$ cat src/rtl/softmax_lane_scheduler.sv
// softmax_lane_scheduler: routes whole tile rows round-robin to softmax lanes, tracks busy/done and signals completed row groups
module softmax_lane_scheduler #(
  parameter int WIDTH     = 16,
  parameter int TILE_SIZE = 8,
  parameter int COL       = 64,
  parameter int NUM_LANES = 4
) (
  input  logic                         clk,
  input  logic                         rst,
  input  logic                         in_valid,
  output logic                         in_ready,
  input  logic [WIDTH*TILE_SIZE-1:0]   in_tile,
  output logic [WIDTH*TILE_SIZE-1:0]   lane_tile,
  output logic [NUM_LANES-1:0]         lane_valid,
  output logic                         lane_first,
  output logic                         lane_last,
  input  logic [NUM_LANES-1:0]         lane_done,
  output logic [NUM_LANES-1:0]         lane_clr,
  output logic                         group_valid,
  output logic [15:0]                  group_count,
  output logic [1:0]                   sched_state,
  output logic                         err_done
);
  localparam int NUM_TILES = COL / TILE_SIZE;
  localparam int LW = $clog2(NUM_LANES);
  localparam int TW = $clog2(NUM_TILES);

  typedef enum logic [1:0] {IDLE = 2'd0, STREAM = 2'd1, STALL = 2'd2} state_t;

  state_t               state;
  logic [LW-1:0]        lane_ptr, ptr_n;
  logic [TW-1:0]        tile_cnt;
  logic [NUM_LANES-1:0] busy, busy_n, done_mask, mask_n, done_ok, set_mask, ptr_oh;
  logic                 accept, row_end;

  assign in_ready    = !busy[lane_ptr];
  assign accept      = in_valid && in_ready;
  assign row_end     = accept && tile_cnt == TW'(NUM_TILES - 1);
  assign ptr_oh      = NUM_LANES'(1) << lane_ptr;
  // a done only counts for a lane already busy, so a same-cycle busy set always wins
  assign done_ok     = lane_done & busy;
  assign set_mask    = row_end ? ptr_oh : '0;
  assign busy_n      = (busy & ~done_ok) | set_mask;
  assign mask_n      = done_mask | done_ok;
  assign ptr_n       = row_end ? lane_ptr + LW'(1) : lane_ptr;
  assign sched_state = state;

  always_ff @(posedge clk or posedge rst) begin
    if (rst) begin
      state       <= IDLE;
      lane_ptr    <= '0;
      tile_cnt    <= '0;
      busy        <= '0;
      done_mask   <= '0;
      lane_tile   <= '0;
      lane_valid  <= '0;
      lane_first  <= 1'b0;
      lane_last   <= 1'b0;
      lane_clr    <= '0;
      group_valid <= 1'b0;
      group_count <= '0;
      err_done    <= 1'b0;
    end else begin
      if (accept) lane_tile <= in_tile;
      lane_valid  <= accept ? ptr_oh : '0;
      lane_first  <= accept && tile_cnt == '0;
      lane_last   <= row_end;
      tile_cnt    <= row_end ? '0 : accept ? tile_cnt + TW'(1) : tile_cnt;
      lane_ptr    <= ptr_n;
      busy        <= busy_n;
      lane_clr    <= done_ok;
      group_valid <= &mask_n;
      done_mask   <= &mask_n ? '0 : mask_n;
      group_count <= &mask_n ? group_count + 16'd1 : group_count;
      err_done    <= err_done | |(lane_done & ~busy);
      case (state)
        IDLE:    state <= accept ? STREAM : IDLE;
        STREAM:  state <= busy_n[ptr_n] ? STALL :
                          (tile_cnt == '0 && busy == '0 && !accept) ? IDLE : STREAM;
        STALL:   state <= busy_n[lane_ptr] ? STALL : STREAM;
        default: state <= IDLE;
      endcase
    end
  end
endmodule
$ cat config.mk
export PLATFORM = sky130hd
export DESIGN_NAME = softmax_lane_scheduler
export DESIGN_NICKNAME = d
export VERILOG_FILES = /design/src/rtl/softmax_lane_scheduler.sv
export SDC_FILE = /design/constraint.sdc
export NUM_CORES = 1
export LEC_CHECK = 0
export CORE_UTILIZATION = 46
export DETAILED_ROUTE_END_ITERATION = 16
export GPL_TIMING_DRIVEN = 0
export PLACE_DENSITY = 0.86
export RECOVER_POWER = 50
export REMOVE_ABC_BUFFERS = 1
export SYNTH_ARGS = -nofsm -noshare
export SYNTH_HDL_FRONTEND = slang
export SYNTH_SLANG_ARGS = --single-unit
$ cat constraint.sdc
create_clock -name clk -period 15.5 [get_ports clk]
set_clock_uncertainty 0.05 [all_clocks]
set_input_delay 2.325 -clock clk [delete_from_list [all_inputs] [get_ports clk]]
set_output_delay 2.325 -clock clk [all_outputs]
set_load 0.1 [all_outputs]
# Word level (Yosys, flattened, before mapping)
# Cells that the tools add are included.
dict set report word_totals {
  register_bits 171
  elab_cells 60
}
dict set report classes {
  add_sub_neg 3
  order_cmp 2
  eq_ne 3
  n_shift 1
  muxes 17
  bitwise 8
  reduce_logical 13
}
# cell count
set op_table {}
lappend op_table {{16-bit by 1-bit adder with 16-bit output, second input constant} 1}
lappend op_table {{4-bit AND} 3}
lappend op_table {{4-bit two-way mux} 3}
lappend op_table {{4-bit inverter} 2}
lappend op_table {{4-bit bitwise OR} 2}
lappend op_table {{1-bit binary-select mux with 2-bit select} 3}
lappend op_table {{2-bit by 3-bit < comparator with 1-bit output, second input constant} 2}
lappend op_table {{2-bit two-way mux} 3}
lappend op_table {{3-bit two-way mux} 2}
lappend op_table {{2-bit one-hot mux with 3 select lines} 1}
lappend op_table {{1-bit logical AND} 5}
lappend op_table {{1-bit two-way mux} 5}
lappend op_table {{4-bit logical NOT} 1}
lappend op_table {{4-bit AND reduction} 1}
lappend op_table {{4-bit OR reduction} 1}
lappend op_table {{1-bit by 2-bit left shift with 4-bit output, first input constant} 1}
lappend op_table {{3-bit by 1-bit adder with 3-bit output, second input constant} 1}
lappend op_table {{3-bit == test, second input constant} 1}
lappend op_table {{3-bit logical NOT} 1}
lappend op_table {{2-bit by 1-bit adder with 2-bit output, second input constant} 1}
lappend op_table {{2-bit by 1-bit == test with 1-bit output, second input constant} 1}
lappend op_table {{2-bit == test, second input constant} 1}
lappend op_table {{1-bit logical NOT} 2}
lappend op_table {{2-bit logical NOT} 1}
lappend op_table {{other kinds (2)} 2}

# Depth between registers and ports, before layout
dict set report depth {
  word_depth 11
  mapped_depth 8
}

# Worst setup path before layout
# OpenSTA, ideal clock, no wires.
dict set report synth_timing {
  path_type {in2reg}
  from {input port in_valid}
  to {register state[0], in the netlist sched_state[0]}
  setup_ns 0.172
  arrival_ns 3.823
  path_slack_ns 11.455
  stages 7
  n_path_buf 1
  path_cell_list {clkbuf_1 nand3_1 o22ai_4 mux2i_1 mux2_1 mux2i_1 o32ai_1}
}
dict set report synth_between {
  elab_chain_len 8
}
# element line_no
set synth_lines {}
lappend synth_lines {{from (decl)} 10} ;# input logic in_valid,
lappend synth_lines {{1-bit logical AND (*)} 37} ;# assign accept = in_valid && in_ready;
lappend synth_lines {{1-bit logical AND (*)} 38} ;# assign row_end = accept && tile_cnt == TW'(NUM_TILES - 1);
lappend synth_lines {{net row_end} 34} ;# logic accept, row_end;
lappend synth_lines {{4-bit two-way mux} 42} ;# assign set_mask = row_end ? ptr_oh : '0;
lappend synth_lines {{4-bit bitwise OR} 43} ;# assign busy_n = (busy & ~done_ok) | set_mask;
lappend synth_lines {{1-bit binary-select mux with 2-bit select, on equally long branches} {80, 78}}
lappend synth_lines {{1-bit two-way mux, on equally long branches} {80, 78}}
lappend synth_lines {{2-bit two-way mux, on equally long branches} {80, 78}}
lappend synth_lines {{2-bit one-hot mux with 3 select lines (*)} 76} ;# case (state)
lappend synth_lines {{to (signal assigned)} 77} ;# IDLE: state <= accept ? STREAM : IDLE;
lappend synth_lines {{to (signal assigned)} 78} ;# STREAM: state <= busy_n[ptr_n] ? STALL :
lappend synth_lines {{to (signal assigned)} 80} ;# STALL: state <= busy_n[lane_ptr] ? STALL : STREAM;
lappend synth_lines {{to (decl)} 30} ;# state_t state;
# The timed path passes the listed nets; every way through them passes the cells marked *. The select of a mux whose other input is x is not followed.
# A chain may end at the register's enable or synchronous reset.

# Worst setup path in the final report
dict set report layout_timing {
  from {input port in_valid}
  to {register state[0], in the netlist sched_state[0]}
}
dict set report layout_between {
  elab_chain_len 8
}
# element line_no
set layout_lines {}
lappend layout_lines {{1-bit logical AND (*)} 37}
lappend layout_lines {{1-bit logical AND} 38}
lappend layout_lines {{4-bit two-way mux} 42}
lappend layout_lines {{4-bit bitwise OR} 43}
lappend layout_lines {{1-bit binary-select mux with 2-bit select, on equally long branches} {80, 78}}
lappend layout_lines {{1-bit two-way mux, on equally long branches} {80, 78}}
lappend layout_lines {{2-bit two-way mux, on equally long branches} {80, 78}}
lappend layout_lines {{2-bit one-hot mux with 3 select lines (*)} 76}
# Every way passes the cells marked *; elsewhere a longest branch is shown, timed or not. The select of a mux whose other input is x is not followed.

==> flow_metrics.py <==
metrics = {
    "finish": {
        "fin_util": 0.7260,
        "drive_gt1_frac": 0.04024,
        "layout-area-overhead-vs-synth_pct": 54.80,
        "nNetsFinal": 1150,
        "fillCellCount": 1026,
        "insertedDiodeCount": 0,
    },
    "timing": {
        "setup_viol": 0,
        "slew_headroom": -1.704,
        "rsz0062_at_grt": "no",
        "fin_setup_tns_ns": 0,
        "tightestPinTransition_ns": 4.056,
        "hold_viol_final": 0,
        "max_freq_mhz": 140.4,
        "period_minus_slack_ns": 7.122,
        "whs_ns": 0.4229,
        "fin_crit_sh": 0.4595,
        "slew_viol_final": 282,
    },
    "power": {
        "p_comb_frac": 0.438,
        "leakage_nw": 5.106,
        "p_sw_mw": 0.8244,
        "powerDensity_nw_per_um2": 173.8,
        "clockPowerShare": 0.252,
        "vdd.ir_drop.worst_uv": 87.87,
        "p_seq_frac": 0.309,
        "p_int_mw": 1.002,
        "switching_share": 0.4513,
    },
    "worst_setup_path": {
        "worst-setup-path-type": "primary input to flop",
        "critPathLaunch": "in_valid",
        "crit_required_ns": 15.74,
        "worst_setup_path_start_kind": "primary input",
        "critPathBufInv": 2,
        "cp.arrival_ns": 7.37,
        "cp_top_family": "buffers and inverters",
        "crit_chain": "dlygate4sd3_1 > nand2_1 > clkbuf_1 > o221a_2 > o32ai_1",
        "slowest_stage": "clkbuf_1",
        "max_stage_delay_ns": 2.30,
        "r2r-start": "lane_ptr[0]",
        "r2r_slack_ns": 10.08,
        "worst_setup_path_end_kind": "flop",
        "crit_fanout": 75,
    },
    "clock_network": {
        "ctsResizeCount": 0,
        "worstSkewPairLatency_ns": 0.42,
        "cts_setup_buffers": 0,
        "cts.htree.levels": 4,
        "path_clk_slew_ns": 0.06,
        "clockBufferDepth": 2,
        "cts_root_buf": "clkbuf_16",
        "cts_buffers": 17,
        "postCtsHoldBufs": 0,
        "cts.sinks": 171,
        "cts_tree": "built",
    },
    "yosys": {
        "synth-edff-count": 0,
        "netlist_area_um2": 6790,
        "synth_async_sr_flop_share": 1.000,
        "synthTopCellsByCount": "401 x nand2_1, 171 x dfrtp_1, 21 x clkbuf_1, 13 x xnor2_1, 11 x inv_1",
        "yosys.area.top_type": "dfrtp_1",
        "synth.most_common_cell": "nand2_1",
        "yosys_warnings": 0,
        "synth_cell_types": 41,
        "syn_area_per_cell_um2": 9.392,
        "yosys.area.top_type_share": 0.6302,
        "ys_ff_latch": 171,
        "synth.top_cells.by_area": "dfrtp_1 63%, nand2_1 22%, xnor2_1 1.7%",
        "ys.flop_type": "dfrtp_1",
        "yosysSeqAreaShare": 0.6302,
        "post_synth_inst_count": 723,
    },
    "detailed_routing": {
        "wl_per_cell_um": 16.05,
        "drt_wl_total_mm": 19.31,
        "drt_iter0_markers": 369,
        "viasPerCell": 4.929,
        "route.detailed.drc": 0,
        "antenna_left": 0,
        "drt-pass1-iter-count": 4,
        "vias": 5929,
    },
    "grt": {
        "overflow": 0,
        "grt_usage": 0.2555,
        "grt_max_degree": 113,
        "grt_pass1_wl_mm": 29.19,
        "grt_antenna_before_repair": 0,
        "grt_pass1_vias": 5831,
    },
    "floorplan": {
        "ioPinCount": 294,
        "start_util": 0.4690,
        "rows": 44,
        "die_h_um": 123.5,
        "dieArea_um2": 15250,
        "die_x_um": 123.5,
        "core_um2": 14480,
    },
    "place": {
        "gp_congestion": 0.8810,
        "hpwl_mm": 13.35,
        "portBuffers": 293,
    },
    "min_path": {
        "min_from": "lane_tile[74]",
        "min_path_type": "flop to flop",
    },
    "run_status": {
        "status": "complete, but fails checks",
        "failed_checks": "capacitance limit, slew limit",
    },
    "run": {
        "maxCapViolCount": 5,
    },
}
cells by family after synthesis:
kind of cell	count (synthesis)	share of synthesized area
compound gates	23	0.02451
xor+xnor	15	0.01935
fa+ha+maj	8	0.01474
buf+inv	43	0.02561
flops	171	0.6302
mux	12	0.02137
simple gates	451	0.2642
final timing paths:
path                                  endpoint  depth (start not counted)
worst max-delay path            sched_state[0]                          5
worst min-delay path             lane_tile[74]                          2
worst max register to register  sched_state[0]                          6
worst min register to register   lane_tile[74]                          2
max in group asynchronous       lane_tile[100]                          3
min in group asynchronous       lane_tile[121]                          2
power by group through the flow:
| stage | Clock [mW] | Combinational [mW] | Sequential [mW] |
|---|---|---|---|
| 4_1_cts | 0.469 | 0.803 | 0.565 |
| 3_3_place_gp | 0 | 0.794 | 0.567 |
| 3_5_place_dp | 0 | 0.798 | 0.571 |
| 5_1_grt | 0.487 | 0.834 | 0.574 |
| 6_report | 0.461 | 0.800 | 0.565 |
| 2_1_floorplan | 0 | 0.134 | 1.02 |
registers in the layout (all words and copies together) (netlist names):
| signal | count |
|---|---|
| err_done | 1 |
| tile_cnt | 3 |
| lane_tile | 128 |
| done_mask | 4 |
| lane_ptr | 2 |
| lane_last | 1 |
| sched_state | 2 |
| lane_clr | 4 |
| group_count | 16 |
| group_valid | 1 |
| busy | 4 |
| lane_valid | 4 |
| lane_first | 1 |
per-layer routing:
layer | GRT usage | up-vias | wire [um] | share of wire
li1 | - | 2812 | - | -
met1 | 0.2837 | 2851 | 7318 | 0.38
met2 | 0.4417 | 215 | 9731 | 0.50
met3 | 0.07841 | 51 | 1482 | 0.077
met4 | 0.1295 | 0 | 773 | 0.040
met5 | 0 | - | 0 | 0
worst min-delay path, cell delays in order (launching register included):
cell and delay [ns]:
dfrtp_1 0.34, nand2_1 0.05, nand2_1 0.05
stage by stage:
step,cell area [um^2],setup slack [ns],power [mW],cells
final,10510,8.378,1.827,1203
after global routing,10510,7.909,1.896,1203
after CTS,10570,10.33,1.837,1203
after detailed placement,9931,10.65,1.370,1172
after global placement,9824,6.209,1.362,1169
after floorplan,6661,8.493,1.153,692
final cells by class:
class	count	area (um^2)	share of cell area
clock inverter	11	193.9	0.01845
tap	184	230.2	0.02190
clock buffer	20	446.7	0.04250
multi-input combinational	509	2323	0.2210
inverter	12	46.29	0.004404
timing repair buffer	296	2992	0.2846
sequential	171	4279	0.4071
placed cells by master, fill, tap and decap left out, drive strengths merged, types with 2 or more instances in the layout:
cell type and instances:
nand2 401, clkdlybuf4s50 287, dfrtp 171, clkbuf 21
xnor2 13, inv 11, nor2 9, nand3 8
a21oi 8, and3 8, ha 8, mux2i 8
nand2b 6, dlygate4sd3 6, bufinv 5, and2 5
clkinv 5, mux2 4, nor2b 3, o21ai 3
nand4 3, o22ai 2, a21o 2, a211oi 2
nor3 2, xor2 2, buf 2, clkinvlp 2
Power figures use the tool's default switching activity.
